**src/rtl/st2mm_csr_pkg.sv**
```systemverilog
// Shared definitions for the ST2MM CSR MMIO slave.
//   RESP_OKAY / RESP_SLVERR : AXI response codes driven on bresp/rresp.
//   CSR_ADDR_LSB            : byte-to-QWORD address shift for the CSR port.
//   t_mmio_slv_state        : transaction FSM states, also exported on dbg_state.
package st2mm_csr_pkg;

    localparam logic [1:0] RESP_OKAY   = 2'b00;
    localparam logic [1:0] RESP_SLVERR = 2'b10;

    localparam int CSR_ADDR_LSB = 3;

    typedef enum logic [3:0] {
        S_IDLE     = 4'd0,
        S_WR_DATA  = 4'd1,
        S_WR_CSR   = 4'd2,
        S_WR_DRAIN = 4'd3,
        S_WR_RESP  = 4'd4,
        S_RD_CSR   = 4'd5,
        S_RD_WAIT  = 4'd6,
        S_RD_RESP  = 4'd7,
        S_RD_ERR   = 4'd8
    } t_mmio_slv_state;

endpackage

```
**src/rtl/st2mm_csr_mmio_slave.sv**
```systemverilog
// AXI4 MMIO slave that terminates the ST2MM CSR converter's AXI4 port and
// drives a single-cycle CSR register port.
//   AXI AW/W/B : single-beat writes become one csr_wr_en pulse; bursts are
//                drained and answered with SLVERR.
//   AXI AR/R   : single-beat reads become one csr_rd_en pulse, then wait for
//                csr_rd_ack (bounded by RD_TIMEOUT); bursts return arlen+1
//                SLVERR beats without touching the register file.
//   CSR port   : csr_wr_en/csr_rd_en pulses, QWORD csr_addr, csr_wdata,
//                csr_wstrb; csr_rd_ack/csr_rdata return read data.
//   dbg_state  : current FSM state.
// Handshake rule on every AXI channel: a beat transfers on a rising clk edge
// where valid && ready; a source holds valid and its payload stable until
// that edge. Only one transaction is in flight at a time.
module st2mm_csr_mmio_slave
    import st2mm_csr_pkg::*;
#(
    parameter int ADDR_W     = 16,
    parameter int DATA_W     = 64,
    parameter int ID_W       = 10,
    parameter int RD_TIMEOUT = 256
) (
    input  logic                           clk,
    input  logic                           rst,
    // write address
    input  logic                           awvalid,
    output logic                           awready,
    input  logic [ADDR_W-1:0]              awaddr,
    input  logic [ID_W-1:0]                awid,
    input  logic [7:0]                     awlen,
    input  logic [2:0]                     awsize,
    input  logic [1:0]                     awburst,
    input  logic [2:0]                     awprot,
    // write data
    input  logic                           wvalid,
    output logic                           wready,
    input  logic [DATA_W-1:0]              wdata,
    input  logic [DATA_W/8-1:0]            wstrb,
    input  logic                           wlast,
    // write response
    output logic                           bvalid,
    input  logic                           bready,
    output logic [ID_W-1:0]                bid,
    output logic [1:0]                     bresp,
    // read address
    input  logic                           arvalid,
    output logic                           arready,
    input  logic [ADDR_W-1:0]              araddr,
    input  logic [ID_W-1:0]                arid,
    input  logic [7:0]                     arlen,
    input  logic [2:0]                     arsize,
    input  logic [1:0]                     arburst,
    input  logic [2:0]                     arprot,
    // read data
    output logic                           rvalid,
    input  logic                           rready,
    output logic [DATA_W-1:0]              rdata,
    output logic [ID_W-1:0]                rid,
    output logic [1:0]                     rresp,
    output logic                           rlast,
    // CSR register port
    output logic                           csr_wr_en,
    output logic                           csr_rd_en,
    output logic [ADDR_W-CSR_ADDR_LSB-1:0] csr_addr,
    output logic [DATA_W-1:0]              csr_wdata,
    output logic [DATA_W/8-1:0]            csr_wstrb,
    input  logic                           csr_rd_ack,
    input  logic [DATA_W-1:0]              csr_rdata,
    // debug
    output t_mmio_slv_state                dbg_state
);

    localparam int STRB_W  = DATA_W / 8;
    localparam int QADDR_W = ADDR_W - CSR_ADDR_LSB;
    localparam int CNT_W   = $clog2(RD_TIMEOUT + 1);

    t_mmio_slv_state     state_q, state_d;
    logic                last_wr_q, last_wr_d;
    logic [QADDR_W-1:0]  addr_q, addr_d;
    logic [7:0]          len_q, len_d;
    logic [7:0]          beat_q, beat_d;
    logic [CNT_W-1:0]    tmo_q, tmo_d;
    logic [ID_W-1:0]     bid_q, bid_d;
    logic [ID_W-1:0]     rid_q, rid_d;
    logic [1:0]          bresp_q, bresp_d;
    logic [1:0]          rresp_q, rresp_d;
    logic [DATA_W-1:0]   rdata_q, rdata_d;
    logic [DATA_W-1:0]   wdata_q, wdata_d;
    logic [STRB_W-1:0]   wstrb_q, wstrb_d;

    // Attribute fields and the byte offset inside a QWORD carry no meaning here.
    logic unused_ok;
    assign unused_ok = ^{awsize, awburst, awprot, arsize, arburst, arprot,
                         awaddr[CSR_ADDR_LSB-1:0], araddr[CSR_ADDR_LSB-1:0]};

    always_comb begin
        state_d   = state_q;
        last_wr_d = last_wr_q;
        addr_d    = addr_q;
        len_d     = len_q;
        beat_d    = beat_q;
        tmo_d     = tmo_q;
        bid_d     = bid_q;
        rid_d     = rid_q;
        bresp_d   = bresp_q;
        rresp_d   = rresp_q;
        rdata_d   = rdata_q;
        wdata_d   = wdata_q;
        wstrb_d   = wstrb_q;

        awready   = 1'b0;
        arready   = 1'b0;
        wready    = 1'b0;
        bvalid    = 1'b0;
        rvalid    = 1'b0;
        rlast     = 1'b0;
        csr_wr_en = 1'b0;
        csr_rd_en = 1'b0;

        case (state_q)
            S_IDLE: begin
                // Readies stay low while reset is held so nothing is accepted
                // that reset is about to discard.
                if (!rst) begin
                    // On contention the grant goes to the side that did not
                    // win last time, giving strict W/R alternation.
                    if (awvalid && (!arvalid || !last_wr_q)) begin
                        awready   = 1'b1;
                        bid_d     = awid;
                        addr_d    = awaddr[ADDR_W-1:CSR_ADDR_LSB];
                        len_d     = awlen;
                        last_wr_d = 1'b1;
                        state_d   = (awlen == 8'd0) ? S_WR_DATA : S_WR_DRAIN;
                    end else if (arvalid) begin
                        arready   = 1'b1;
                        rid_d     = arid;
                        addr_d    = araddr[ADDR_W-1:CSR_ADDR_LSB];
                        len_d     = arlen;
                        last_wr_d = 1'b0;
                        if (arlen == 8'd0) begin
                            state_d = S_RD_CSR;
                        end else begin
                            beat_d  = 8'd0;
                            rdata_d = '0;
                            rresp_d = RESP_SLVERR;
                            state_d = S_RD_ERR;
                        end
                    end
                end
            end

            S_WR_DATA: begin
                wready = 1'b1;
                if (wvalid) begin
                    wdata_d = wdata;
                    wstrb_d = wstrb;
                    state_d = S_WR_CSR;
                end
            end

            S_WR_CSR: begin
                csr_wr_en = 1'b1;
                bresp_d   = RESP_OKAY;
                state_d   = S_WR_RESP;
            end

            S_WR_DRAIN: begin
                // Burst beats are swallowed; the register file never sees them.
                wready = 1'b1;
                if (wvalid && wlast) begin
                    bresp_d = RESP_SLVERR;
                    state_d = S_WR_RESP;
                end
            end

            S_WR_RESP: begin
                bvalid = 1'b1;
                if (bready) begin
                    state_d = S_IDLE;
                end
            end

            S_RD_CSR: begin
                csr_rd_en = 1'b1;
                tmo_d     = '0;
                if (csr_rd_ack) begin
                    rdata_d = csr_rdata;
                    rresp_d = RESP_OKAY;
                    state_d = S_RD_RESP;
                end else begin
                    state_d = S_RD_WAIT;
                end
            end

            S_RD_WAIT: begin
                tmo_d = tmo_q + 1'b1;
                if (csr_rd_ack) begin
                    rdata_d = csr_rdata;
                    rresp_d = RESP_OKAY;
                    state_d = S_RD_RESP;
                end else if (tmo_d == CNT_W'(RD_TIMEOUT)) begin
                    rdata_d = '0;
                    rresp_d = RESP_SLVERR;
                    state_d = S_RD_RESP;
                end
            end

            S_RD_RESP: begin
                rvalid = 1'b1;
                rlast  = 1'b1;
                if (rready) begin
                    state_d = S_IDLE;
                end
            end

            S_RD_ERR: begin
                // beat_q counts beats already sent; comparing against len_q
                // (not len_q+1) keeps arlen=255 inside 8 bits.
                rvalid = 1'b1;
                rlast  = (beat_q == len_q);
                if (rready) begin
                    if (beat_q == len_q) begin
                        state_d = S_IDLE;
                    end else begin
                        beat_d = beat_q + 8'd1;
                    end
                end
            end

            default: begin
                state_d = S_IDLE;
            end
        endcase
    end

    always_ff @(posedge clk) begin
        if (rst) begin
            state_q   <= S_IDLE;
            last_wr_q <= 1'b0;
            addr_q    <= '0;
            len_q     <= '0;
            beat_q    <= '0;
            tmo_q     <= '0;
            bid_q     <= '0;
            rid_q     <= '0;
            bresp_q   <= '0;
            rresp_q   <= '0;
            rdata_q   <= '0;
            wdata_q   <= '0;
            wstrb_q   <= '0;
        end else begin
            state_q   <= state_d;
            last_wr_q <= last_wr_d;
            addr_q    <= addr_d;
            len_q     <= len_d;
            beat_q    <= beat_d;
            tmo_q     <= tmo_d;
            bid_q     <= bid_d;
            rid_q     <= rid_d;
            bresp_q   <= bresp_d;
            rresp_q   <= rresp_d;
            rdata_q   <= rdata_d;
            wdata_q   <= wdata_d;
            wstrb_q   <= wstrb_d;
        end
    end

    assign bid       = bid_q;
    assign bresp     = bresp_q;
    assign rid       = rid_q;
    assign rresp     = rresp_q;
    assign rdata     = rdata_q;
    assign csr_addr  = addr_q;
    assign csr_wdata = wdata_q;
    assign csr_wstrb = wstrb_q;
    assign dbg_state = state_q;

endmodule

```
**config.mk**
```make
export PLATFORM = sky130hd
export DESIGN_NAME = st2mm_csr_mmio_slave
export DESIGN_NICKNAME = d
export VERILOG_FILES = /design/src/rtl/st2mm_csr_pkg.sv /design/src/rtl/st2mm_csr_mmio_slave.sv
export SDC_FILE = /design/constraint.sdc
export NUM_CORES = 1
export LEC_CHECK = 0
export CORE_MARGIN = 2
export CORE_UTILIZATION = 35
export DETAILED_ROUTE_END_ITERATION = 8
export PLACE_DENSITY = 0.71
export SKIP_CTS_REPAIR_TIMING = 1
export SYNTH_ARGS = -nofsm -noshare
export SYNTH_HDL_FRONTEND = slang
export SYNTH_SLANG_ARGS = --single-unit
```
**constraint.sdc**
```tcl
create_clock -name clk -period 2.4 [get_ports clk]
set_clock_uncertainty 0.15 [all_clocks]
set_input_delay 0.48 -clock clk [delete_from_list [all_inputs] [get_ports clk]]
set_output_delay 0.48 -clock clk [all_outputs]
set_load 0.1 [all_outputs]
```
==> flow_summary_export.csv, run 1 <==
group,metric,value,unit
floorplan,die-area,0.02554,sq mm
power,p_clk_share,26.5,%
finish,multi_input_area,0.004287,sq mm
logic_synthesis,yosysTopAreaCell,"dfxtp_1",
cts,clock_sinks,201,
logic_synthesis,synthXorXnorAreaFrac,1.443,%
cts,cts_tree,"built",
logic_synthesis,synthAdderAreaFrac,0.4417,%
finish,final_util,57.99,%
floorplan,initial_core_util,35.25,%
floorplan,std_cell_rows,57,
sta,min_period,2532,ps
finish,num-fill-cells,2122,
finish,antenna-diode-count,0,
cts,cts_buffer_depth,3,
cts,cts_buffers,24,
logic_synthesis,seq_area_frac_synth,47.35,%
power,comb_power_share,44.6,%
global_routing,grt-ovfl-total,0,
worst_setup_path,critPathLaunchType,"flop",
logic_synthesis,synth_area,0.008498,sq mm
power,switchingPower,5.928,mW
cts,clk_pin_slew,60,ps
logic_synthesis,synthMuxAreaShare,10.50,%
power,static-leakage-power,5.512,nW
cts,root_buffer,"clkbuf_16",
logic_synthesis,async_reset_ff_share,0,%
finish,regArea,0.004054,sq mm
sta,finalHoldViolations,0,
logic_synthesis,synth_cell_types,60,
route,routed_via_density,4.714,
worst_setup_path,path_class,"reg2out",
placement,place_congestion,0.8101,
logic_synthesis,synthFlopType,"dfxtp_1",
logic_synthesis,yosysMostFrequentCell,"nand2_1",
floorplan,ios,414,
logic_synthesis,synth.avg_cell_area,8.601,sq um
logic_synthesis,yosys.area_share.simple,23.65,%
status,status,"complete, but fails checks",
logic_synthesis,synth_enable_flop_cells,0,
logic_synthesis,synth_top_area_share,47.35,%
route,routed_wl,26890,um
sta,setup_viol_count_final,2,
route,firstDrtPassIters,4,
route,met2_wirelength,12930,um
floorplan,dieWidth,159.8,um
finish,nets,1649,
logic_synthesis,synthTopCellsByArea,"dfxtp_1, nand2_1, mux2i_1, a21oi_1, nand2b_1",
cts,clkLatencyLatePin,520,ps
logic_synthesis,synth_cells,988,
status,failed_checks,"negative setup slack",
worst_setup_path,worst-path-max-fanout,2,
sta,worst-slew-pin-transition,507.9,ps
floorplan,die_h,159.8,um
power,seqPwrFrac,28.9,%
worst_setup_path,worstPathRequired,1770,ps
worst_setup_path,r2r_cells,10,
route,wire_per_inst,15.30,um
hold_path,hold_class,"in2reg",
placement,numPortBuffers,389,
floorplan,core-area,0.02411,sq mm
sta,slew_violations,0,
finish,area_delta_synth_final,64.49,%
logic_synthesis,ys_warn_count,0,
logic_synthesis,synth_common_cells,"nand2_1, dfxtp_1, a21oi_1, mux2i_1, nand2b_1",
power,intPower,8.115,mW
worst_setup_path,critPathMaxStageDelay,340,ps
route,ant_nets,0,
global_routing,grt_pass1_wl,42150,um
route,met3WireLength,2232,um
global_routing,grt_use_total,19.80,%
route,drc_errors,0,
logic_synthesis,ys_ff_latch,201,
global_routing,antenna_found_initial,0,
worst_setup_path,crit_chain,"xor2_2 -> nor4_4 -> buf_4 -> nand2_4 -> o22ai_4 -> buf_12",
global_routing,grt_start_max_net_pins,83,
sta,rsz0062_at_grt,"yes",
logic_synthesis,synth-compound-area-share,11.93,%
sta,maxSlewHeadroom,65.26,%
route,top_layer_used,"met4",
sta,setup_ws,-132.3,ps
placement,pre_cts_slack,-305.3,ps
power,p_per_area,1005,mW/mm^2
placement,dpl.hpwl,19120,um
global_routing,grt_pass1_vias,8169,
power,vdd_drop_max,654.7,uV
power,switching_share,42.21,%
sta,timing.fmax,0.3949,GHz
worst_setup_path,end_kind,"output pin",
hold_path,min_path_cells,2,
flow_run,maxCapViolCount,0,
finish,drive_above_1_share,24.77,%
power,finalPower,14.04,mW
route,vias,8282,
cts,cts_max_level,1,
worst_setup_path,crit_arrival,1900,ps
route,drt_iter0_markers,338,
route,wl_met1,11120,um
sta,finalCritPeriodShare,105.5,%
worst_setup_path,crit_slowest_cell,"dfxtp_2",
logic_synthesis,synth_top_family_by_area,"simple AND/OR/NAND/NOR gates",
-- layout make-up --
cell class / count / share of cell area (%)
Clock buffer: 36 / 5.272
Clock inverter: 6 / 0.5908
Inverter: 7 / 0.1880
Tap cell: 324 / 2.900
Multi-Input combinational cell: 712 / 30.67
Sequential cell: 201 / 29.00
Timing Repair Buffer: 471 / 31.38
-- cell families (layout without fill, tap and decap cells) --
kind of cell	after synthesis	in the layout
compound gates	167	167
xor+xnor	14	14
fa+ha+maj	3	3
buf+inv	76	520
flops	201	201
mux	89	89
other cells	1	2
simple gates	437	437
-- state kept, by name, indices dropped and copies added, names as in the netlist --
name       flops
csr_wdata     64
rdata         64
csr_addr      13
bid           10
rid           10
tmo_q          9
beat_q         8
csr_wstrb      8
len_q          8
dbg_state      4
bresp          1
last_wr_q      1
rresp          1
-- power groups by stage --
stage	Sequential [mW]	Clock (mW)	Combinational (mW)
after CTS	4.09	3.83	5.98
after detailed placement	4.15	0	5.97
after global placement	4.14	0	5.94
after floorplan	6.49	0	1.94
after global routing	4.11	3.96	6.55
final	4.06	3.72	6.26
-- per-layer routing --
metal / vias up / track usage (%)
met5: - / 0
met1: 3793 / 23.45
met3: 48 / 6.000
li1: 4154 / -
met4: 0 / 5.528
met2: 287 / 34.73
-- placed cells by master, fill, tap and decap left out, types with 7 or more instances in the layout --
| cell type | count |
|---|---|
| a211oi_1 | 25 |
| a21oi_1 | 110 |
| buf_12 | 20 |
| buf_4 | 238 |
| clkbuf_16 | 29 |
| clkbuf_8 | 7 |
| clkdlybuf4s50_1 | 204 |
| dfxtp_1 | 191 |
| dfxtp_4 | 7 |
| mux2i_1 | 88 |
| nand2_1 | 263 |
| nand2b_1 | 72 |
| nor2_1 | 42 |
| nor3_1 | 7 |
| xor2_1 | 8 |
-- per-stage QoR --
| stage | TNS [ps] | area (sq um) | cells | hold WS, ps |
|---|---|---|---|---|
| 2_1_floorplan | 0 | 8616 | 989 | 312.2 |
| 3_5_place_dp | -23080 | 12830 | 1697 | 296.8 |
| 6_report | -222.6 | 13980 | 1757 | 233.6 |
| 5_1_grt | -511.5 | 13980 | 1757 | 273.3 |
| 4_1_cts | -1098 | 13650 | 1739 | 210.5 |
| 3_3_place_gp | -20470 | 12830 | 1697 | 292.1 |
-- path summary, 6_finish.rpt --
kind	slack, ps	end	startpoint
max	-130	rlast	len_q[4]$_SDFFE_PP0P_
min	230	dbg_state[3]$_SDFFE_PP0P_	rst
max reg2reg	80	rdata[15]$_SDFFE_PP0P_	tmo_q[4]$_SDFFE_PP0N_
min reg2reg	300	csr_wdata[44]$_SDFFE_PP0P_	csr_wdata[44]$_SDFFE_PP0P_
-- worst max-delay path: cells and delay by family, from the launching register on --
family	cells	cell delay [ps]
simple gates	2	360
xor+xnor	1	180
buf+inv	2	370
compound gates	1	130
flops	1	340
Note: power is estimated with default switching activity, not from simulation.
==> run 2: changes to the inputs <==
Settings changed: TNS_END_PERCENT from default to 30.
==> flow_summary_export.csv, run 2 (synthesis gave the netlist of run 1 again) <==
group,metric,value,unit
status,status,"complete, but fails checks",
status,failed_checks,"negative setup slack",
cts,cts_tree,"built",
floorplan,die_h,159.8,um
worst_setup_path,end_kind,"output pin",
sta,setup_ws,-133.3,ps
finish,area_delta_synth_final,64.61,%
sta,rsz0062_at_grt,"yes",
finish,drive_above_1_share,24.76,%
power,comb_power_share,44.6,%
finish,multi_input_area,0.004287,sq mm
placement,placedInstanceArea,0.01283,sq mm
worst_setup_path,r2r_cells,11,
placement,dpl.hpwl,19120,um
worst_setup_path,rrSetupSlack,70,ps
route,wire_per_inst,15.29,um
route,routed_wl,26870,um
floorplan,core-area,0.02411,sq mm
finish,layout.cells.non_filler,1758,
global_routing,grt_start_max_net_pins,83,
worst_setup_path,crit_arrival,1900,ps
finish,regArea,0.004053,sq mm
hold_path,hold_class,"in2reg",
power,static-leakage-power,5.518,nW
power,switchingPower,5.923,mW
power,vdd_drop_max,654.6,uV
global_routing,grt_pass1_wl,42150,um
worst_setup_path,critPathLaunchType,"flop",
power,seqPwrFrac,28.9,%
global_routing,antenna_found_initial,0,
power,p_clk_share,26.5,%
cts,root_buffer,"clkbuf_16",
sta,min_period,2533,ps
floorplan,dieWidth,159.8,um
placement,dp.cells,1697,
route,vias,8289,
cts,cts_buffer_depth,3,
hold_path,min_path_cells,2,
sta,setup_viol_count_final,2,
floorplan,std_cell_rows,57,
placement,numPortBuffers,389,
worst_setup_path,worst-path-max-fanout,2,
global_routing,grt_use_total,19.80,%
finish,layout_commonest_cell,"nand2_1",
power,switching_share,42.20,%
sta,timing.fmax,0.3947,GHz
cts,clkLatencyLatePin,520,ps
worst_setup_path,r2r_start,"tmo_q[0]$_SDFFE_PP0N_",
worst_setup_path,worstPathRequired,1770,ps
global_routing,grt-ovfl-total,0,
sta,finalCritPeriodShare,105.6,%
power,p_per_area,1003,mW/mm^2
route,drc_errors,0,
sta,hold_ws,233.0,ps
worst_setup_path,rr_endpoint,"rdata[15]$_SDFFE_PP0P_",
sta,finalHoldViolations,0,
finish,design_area,0.01399,sq mm
flow_run,maxCapViolCount,0,
power,intPower,8.112,mW
route,ant_nets,0,
worst_setup_path,path_class,"reg2out",
global_routing,met2_usage,34.73,%
cts,cts_max_level,1,
placement,place_congestion,0.8101,
finish,nets,1650,
floorplan,die-area,0.02554,sq mm
sta,worst-slew-pin-transition,494.8,ps
global_routing,use_met3,6.000,%
global_routing,grt_pass1_vias,8169,
finish,antenna-diode-count,0,
cts,clk_pin_slew,60,ps
floorplan,initial_core_util,35.25,%
cts,clock_sinks,201,
finish,final_cell_mix,"nand2_1, buf_4, clkdlybuf4s50_1",
route,routed_via_density,4.715,
route,firstDrtPassIters,4,
hold_path,worst_hold_path.endpoint,"dbg_state[3]$_SDFFE_PP0P_",
floorplan,ios,414,
global_routing,grt-busiest-layer,"met2",
route,drt_iter0_markers,319,
finish,num-fill-cells,2124,
sta,maxSlewHeadroom,66.16,%
cts,cts_buffers,24,
sta,slew_violations,0,
hold_path,hp-start,"rst",
global_routing,grt.met1_usage,23.45,%
## run 2: changes by cell type in the layout (fill, tap and decap cells not counted), sizes merged
cell,change
buf,+1
## run 2: power groups by stage
stage          registers (mW)  logic (mW)  clock network [mW]
2_1_floorplan            6.49        1.94                   0
6_report                 4.05        6.26                3.72
5_1_grt                  4.11        6.55                3.96
3_3_place_gp             4.14        5.94                   0
4_1_cts                  4.09        5.98                3.83
3_5_place_dp             4.15        5.97                   0
## run 2: worst max-delay path by stage
| stage | end | cells after the start | startpoint |
|---|---|---|---|
| detailed placement | dbg_state[1]$_SDFFE_PP0P_ | 6 | wvalid |
| CTS | rlast | 6 | beat_q[6]$_SDFFE_PP0P_ |
| global route | rlast | 6 | len_q[4]$_SDFFE_PP0P_ |
| floorplan | bvalid | 3 | dbg_state[2]$_SDFFE_PP0P_ |
| finish | rlast | 6 | len_q[4]$_SDFFE_PP0P_ |
| global placement | dbg_state[1]$_SDFFE_PP0P_ | 6 | wvalid |
## run 2: worst max-delay path: stages, from the launching register on
cell     delay (ps)
dfxtp_2         340
xor2_2          180
nor4_4          300
buf_4           170
nand2_4          60
o22ai_4         130
buf_12          200
## run 2: layer usage
metal	vias to the layer above	part of all wire [%]
met4	0	2.2
met5	-	0
met1	3808	41
met3	48	8.4
li1	4154	-
met2	279	48
## run 2: cell type report
class	instances	area share [%]
Timing Repair Buffer	472	31.44
Multi-Input combinational cell	712	30.64
Sequential cell	201	28.97
Clock buffer	36	5.268
Tap cell	324	2.898
Clock inverter	6	0.5903
Inverter	7	0.1878
## run 2: stage by stage
stage	util [%]	TNS [ps]	power (mW)	worst slack, ps
finish	58.03	-220.8	14.04	-133.3
global route	58.03	-520.3	14.62	-234.5
CTS	56.64	-1098	13.91	-265.4
detailed placement	53.24	-23080	10.13	-305.3
global placement	53.24	-20470	10.08	-301.0
floorplan	-	0	8.431	48.41
==> run 3: changes to the inputs <==
Settings changed: CTS_CLUSTER_SIZE from default to 14.
==> flow_summary_export.csv, run 3 (synthesis gave the netlist of run 1 again) <==
group,metric,value,unit
route,vias,8302,
floorplan,initial_core_util,35.25,%
worst_setup_path,critPathMaxStageDelay,330,ps
worst_setup_path,critPathLaunchType,"flop",
cts,clkLatencyLatePin,520,ps
placement,placedInstanceArea,0.01283,sq mm
worst_setup_path,end_kind,"output pin",
worst_setup_path,crit_slowest_cell,"dfxtp_2",
global_routing,grt-ovfl-total,0,
worst_setup_path,cp.depth,6,
floorplan,core-area,0.02411,sq mm
worst_setup_path,crit_family,"simple AND/OR/NAND/NOR gates",
worst_setup_path,worst-path-max-fanout,2,
placement,pre_cts_slack,-305.3,ps
floorplan,dieWidth,159.8,um
finish,final_util,57.83,%
worst_setup_path,worstPathRequired,1770,ps
sta,maxSlewHeadroom,67.24,%
cts,cts_max_level,1,
route,firstDrtPassIters,4,
sta,finalCritPeriodShare,105.7,%
power,finalPower,13.78,mW
floorplan,die_h,159.8,um
global_routing,grt_pass1_vias,8185,
global_routing,grt.met1_usage,23.20,%
cts,cts_buffer_depth,3,
cts,root_buffer,"clkbuf_16",
global_routing,grt_start_max_net_pins,83,
finish,antenna-diode-count,0,
power,static-leakage-power,5.481,nW
power,p_per_area,988.1,mW/mm^2
finish,area_delta_synth_final,64.05,%
cts,clock_sinks,201,
worst_setup_path,crit_chain,"xor2_2 -> nor4_4 -> buf_4 -> nand2_2 -> o22ai_4 -> buf_12",
sta,setup_ws,-137.4,ps
route,routed_via_density,4.717,
worst_setup_path,crit_buf_inv,2,
status,failed_checks,"negative setup slack",
hold_path,min_path_cells,2,
route,routed_wl,27040,um
finish,layout_commonest_cell,"nand2_1",
worst_setup_path,r2r_cells,11,
status,status,"complete, but fails checks",
global_routing,grt_pass1_wl,42280,um
cts,clk_pin_slew,60,ps
floorplan,ios,414,
global_routing,met2_usage,35.08,%
route,drt_iter0_markers,394,
global_routing,use_met3,6.623,%
cts,cts_tree,"built",
sta,timing.fmax,0.3941,GHz
sta,final.setup.tns,-227.5,ps
power,vdd_drop_max,656.3,uV
sta,hold_ws,230.3,ps
worst_setup_path,startpoint,"len_q[4]$_SDFFE_PP0P_",
hold_path,hp-start,"rst",
route,wire_per_inst,15.36,um
flow_run,maxCapViolCount,0,
floorplan,std_cell_rows,57,
sta,rsz0062_at_grt,"yes",
route,ant_nets,0,
placement,dp.cells,1697,
placement,place_congestion,0.8101,
global_routing,grt-busiest-layer,"met2",
sta,finalHoldViolations,0,
placement,dpl.hpwl,19120,um
sta,min_period,2537,ps
finish,drive_above_1_share,24.65,%
worst_setup_path,crit_arrival,1910,ps
finish,final_cell_mix,"nand2_1, buf_4, clkdlybuf4s50_1",
global_routing,antenna_found_initial,0,
floorplan,die-area,0.02554,sq mm
hold_path,hold_class,"in2reg",
placement,numPortBuffers,389,
sta,slew_violations,0,
sta,worst-slew-pin-transition,479.0,ps
cts,cts_buffers,24,
route,drc_errors,0,
global_routing,grt_use_total,19.94,%
worst_setup_path,r2r_start,"tmo_q[0]$_SDFFE_PP0N_",
finish,nets,1652,
worst_setup_path,path_class,"reg2out",
sta,setup_viol_count_final,2,
finish,layout.cells.non_filler,1760,
finish,design_area,0.01394,sq mm
[run 3: layer usage]
layer	part of all wire [%]	routed length [um]
met1	41	11110
met2	48	12930
met3	8.8	2376
met4	2.3	627
met5	0	0
[run 3: final timing paths]
| check | endpoint | slack [ps] |
|---|---|---|
| worst max-delay path | rlast | -140 |
| worst max register to register | rdata[10]$_SDFFE_PP0P_ | 70 |
| worst min-delay path | dbg_state[3]$_SDFFE_PP0P_ | 230 |
| worst min register to register | csr_wdata[44]$_SDFFE_PP0P_ | 300 |
[run 3: cell type report]
cell class / instances / area (sq um)
Multi-Input combinational cell: 712 / 4282
Clock buffer: 38 / 724.4
Timing Repair Buffer: 474 / 4431
Clock inverter: 4 / 20.02
Sequential cell: 201 / 4053
Inverter: 7 / 26.28
Tap cell: 324 / 405.4
Fill cell: 2124 / 10160
[run 3: worst reg2reg max path, stage by stage, from the launching register on]
cell and delay, ps:
dfxtp_4 350, buf_4 130, and2_4 150, nand4_1 130, mux2i_1 240, a211oi_2 100, buf_4 150, a211oi_4 180
buf_4 180, clkbuf_16 150, buf_4 130, mux2i_1 180
[run 3: report_power, final]
group | switching, mW | leakage (nW) | internal [mW]
Sequential | 0.287 | 1.64 | 3.77
Clock | 1.40 | 0.369 | 2.05
Combinational | 4.22 | 3.48 | 2.05
==> patch, RTL diff (flow settings as in run 1) <==
Set the parameter `DATA_W` to 56 (it was 64).
--- a/src/rtl/st2mm_csr_mmio_slave.sv
+++ b/src/rtl/st2mm_csr_mmio_slave.sv
@@ -17,3 +17,3 @@
     parameter int ADDR_W     = 16,
-    parameter int DATA_W     = 64,
+    parameter int DATA_W     = 56,
     parameter int ID_W       = 10,
Interface: changed (6 resized); port bits go from 414 to 380. No check against the original RTL was run, so the function may have changed too.
==> patch against run 1 <==
The run still ends with negative setup slack left; sequential share of layout area rose by 0.63 points; design area fell by 10%; area after synthesis fell by 7.6%; worst hold slack improved by 0.022 ns; critical path depth fell by 3; routed wire length fell by 7.9%; via count fell by 6.5%; setup slack improved by 0.11 ns; register-to-register slack improved by 0.07 ns; sequential power fell by 8.4%; power fell by 11%; first-iteration DRC count rose by 28%; sequential cell count fell by 17; largest power group unchanged.
==> patch: results (changes against run 1) <==
Parameter                              Value

Critical path
  Number of cells traversed by the worst register-to-register path    5 (was 10)
  Reg2Reg Capture Point    beat_q[7] (was rdata[15])
  Worst endpoint data arrival time    1.79 ns (was 1.90 ns)

Timing
  Final number of setup-violating endpoints    1 (was 2)
  Final setup slack of the worst path    -0.0184 ns (was -0.132 ns)
  Setup TNS    -0.0184 ns (was -0.223 ns)
  Final-layout worst hold slack    0.255 ns (was 0.234 ns)

Global route
  Met3 track utilization from global routing    7.41% (was 6.00%)
  Initial antenna violation count    1 (was 0)
  Largest net degree at the start of global routing    80 (was 83)
  Aggregate global-route resource usage    20.2% (was 19.8%)
  Wire length of the first global-routing pass    38400 um (was 42100 um)

Synthesis
  Post-synthesis sequential area ratio    46.9% (was 47.3%)
  Adder-cell share of the synthesized area    0.478% (was 0.442%)
  Synthesized-area fraction occupied by xor and xnor cells    1.00% (was 1.44%)
  Syn Inst Count    923 (was 988)
  Multiplexer share of the synthesized area    10.1% (was 10.5%)

Routing
  Per-cell routed wire length    15.6 um (was 15.3 um)
  Total via count after detailed routing    7744 (was 8282)
  DR WL met3    2300 um (was 2230 um)
  Final wirelength    24800 um (was 26900 um)
  Wire length the detailed router placed on met1    10200 um (was 11100 um)

Clock tree
  TritonCTS Buffers    17 (was 24)
  Clock-pin transition on the worst setup and hold timing paths    0.08 ns (was 0.06 ns)

Hold path
  Hold endpoint    csr_wdata[39] (was dbg_state[3])

Status
  Failing checks    negative setup slack (unchanged)
  Run status    finished, violations left (unchanged)

Place
  Number of buffers added on ports    355 (was 389)
  Placed cell area    11700 um2 (was 12800 um2)
  Placed cells    1543 (was 1697)
  Worst setup slack after placement    -0.407 ns (was -0.305 ns)

Pwr
  Static leakage    4.95 nW (was 5.51 nW)
  Worst vdd ir    0.826 mV (was 0.655 mV)

Finish
  Proportion of layout cells with a drive suffix above 1    23.2% (was 24.8%)
==> patch: cell types whose count changed after synthesis, sizes merged, moves of 4 or more <==
cell and change:
a211oi -4, a21oi -5, dfxtp -17, mux2i -9, nand2 -32, nand2b -9
o21ai +4, xnor2 -4
==> patch: cell families (layout without fill, tap and decap cells) <==
| family | count (synthesis) | in the layout |
|---|---|---|
| AOI/OAI and AO/OA | 171 | 171 |
| xor gates and xnor gates | 9 | 9 |
| adders and majority gates | 3 | 3 |
| buffers and inverters | 75 | 454 |
| DFF | 184 | 184 |
| muxes | 79 | 79 |
| other | 1 | 2 |
| and+or+nand+nor | 401 | 401 |
==> patch: area by class of cell <==
class,instances,area [um2],share of cell area (%)
Inverter,7,26.3,0.210
Timing Repair Buffer,416,3840,30.7
Tap cell,280,350,2.80
Clock inverter,12,188,1.50
Clock buffer,19,433,3.46
Sequential cell,184,3710,29.6
Multi-Input combinational cell,665,3970,31.7
==> patch: how the worst max path moves through the flow <==
stage	cells past startpoint	from	to
2_1_floorplan	3	dbg_state[3]	rlast
3_3_place_gp	7	arlen[4]	rdata[18]
3_5_place_dp	8	arlen[4]	dbg_state[2]
4_1_cts	8	tmo_q[0]	rdata[24]
5_1_grt	3	dbg_state[1]	rlast
6_report	3	dbg_state[1]	rlast
==> patch: where the power goes <==
group          internal [mW]  switching (mW)  total [mW]  leakage (nW)
Combinational           1.75            3.95        5.70          3.16
Clock                   1.76            1.28        3.04         0.297
Sequential              3.46           0.262        3.72          1.50
==> patch: critical path, stage by stage, from the launching register on <==
cell     delay [ns]
dfxtp_4        0.37
or4b_4         0.61
o22ai_4        0.19
buf_12         0.20
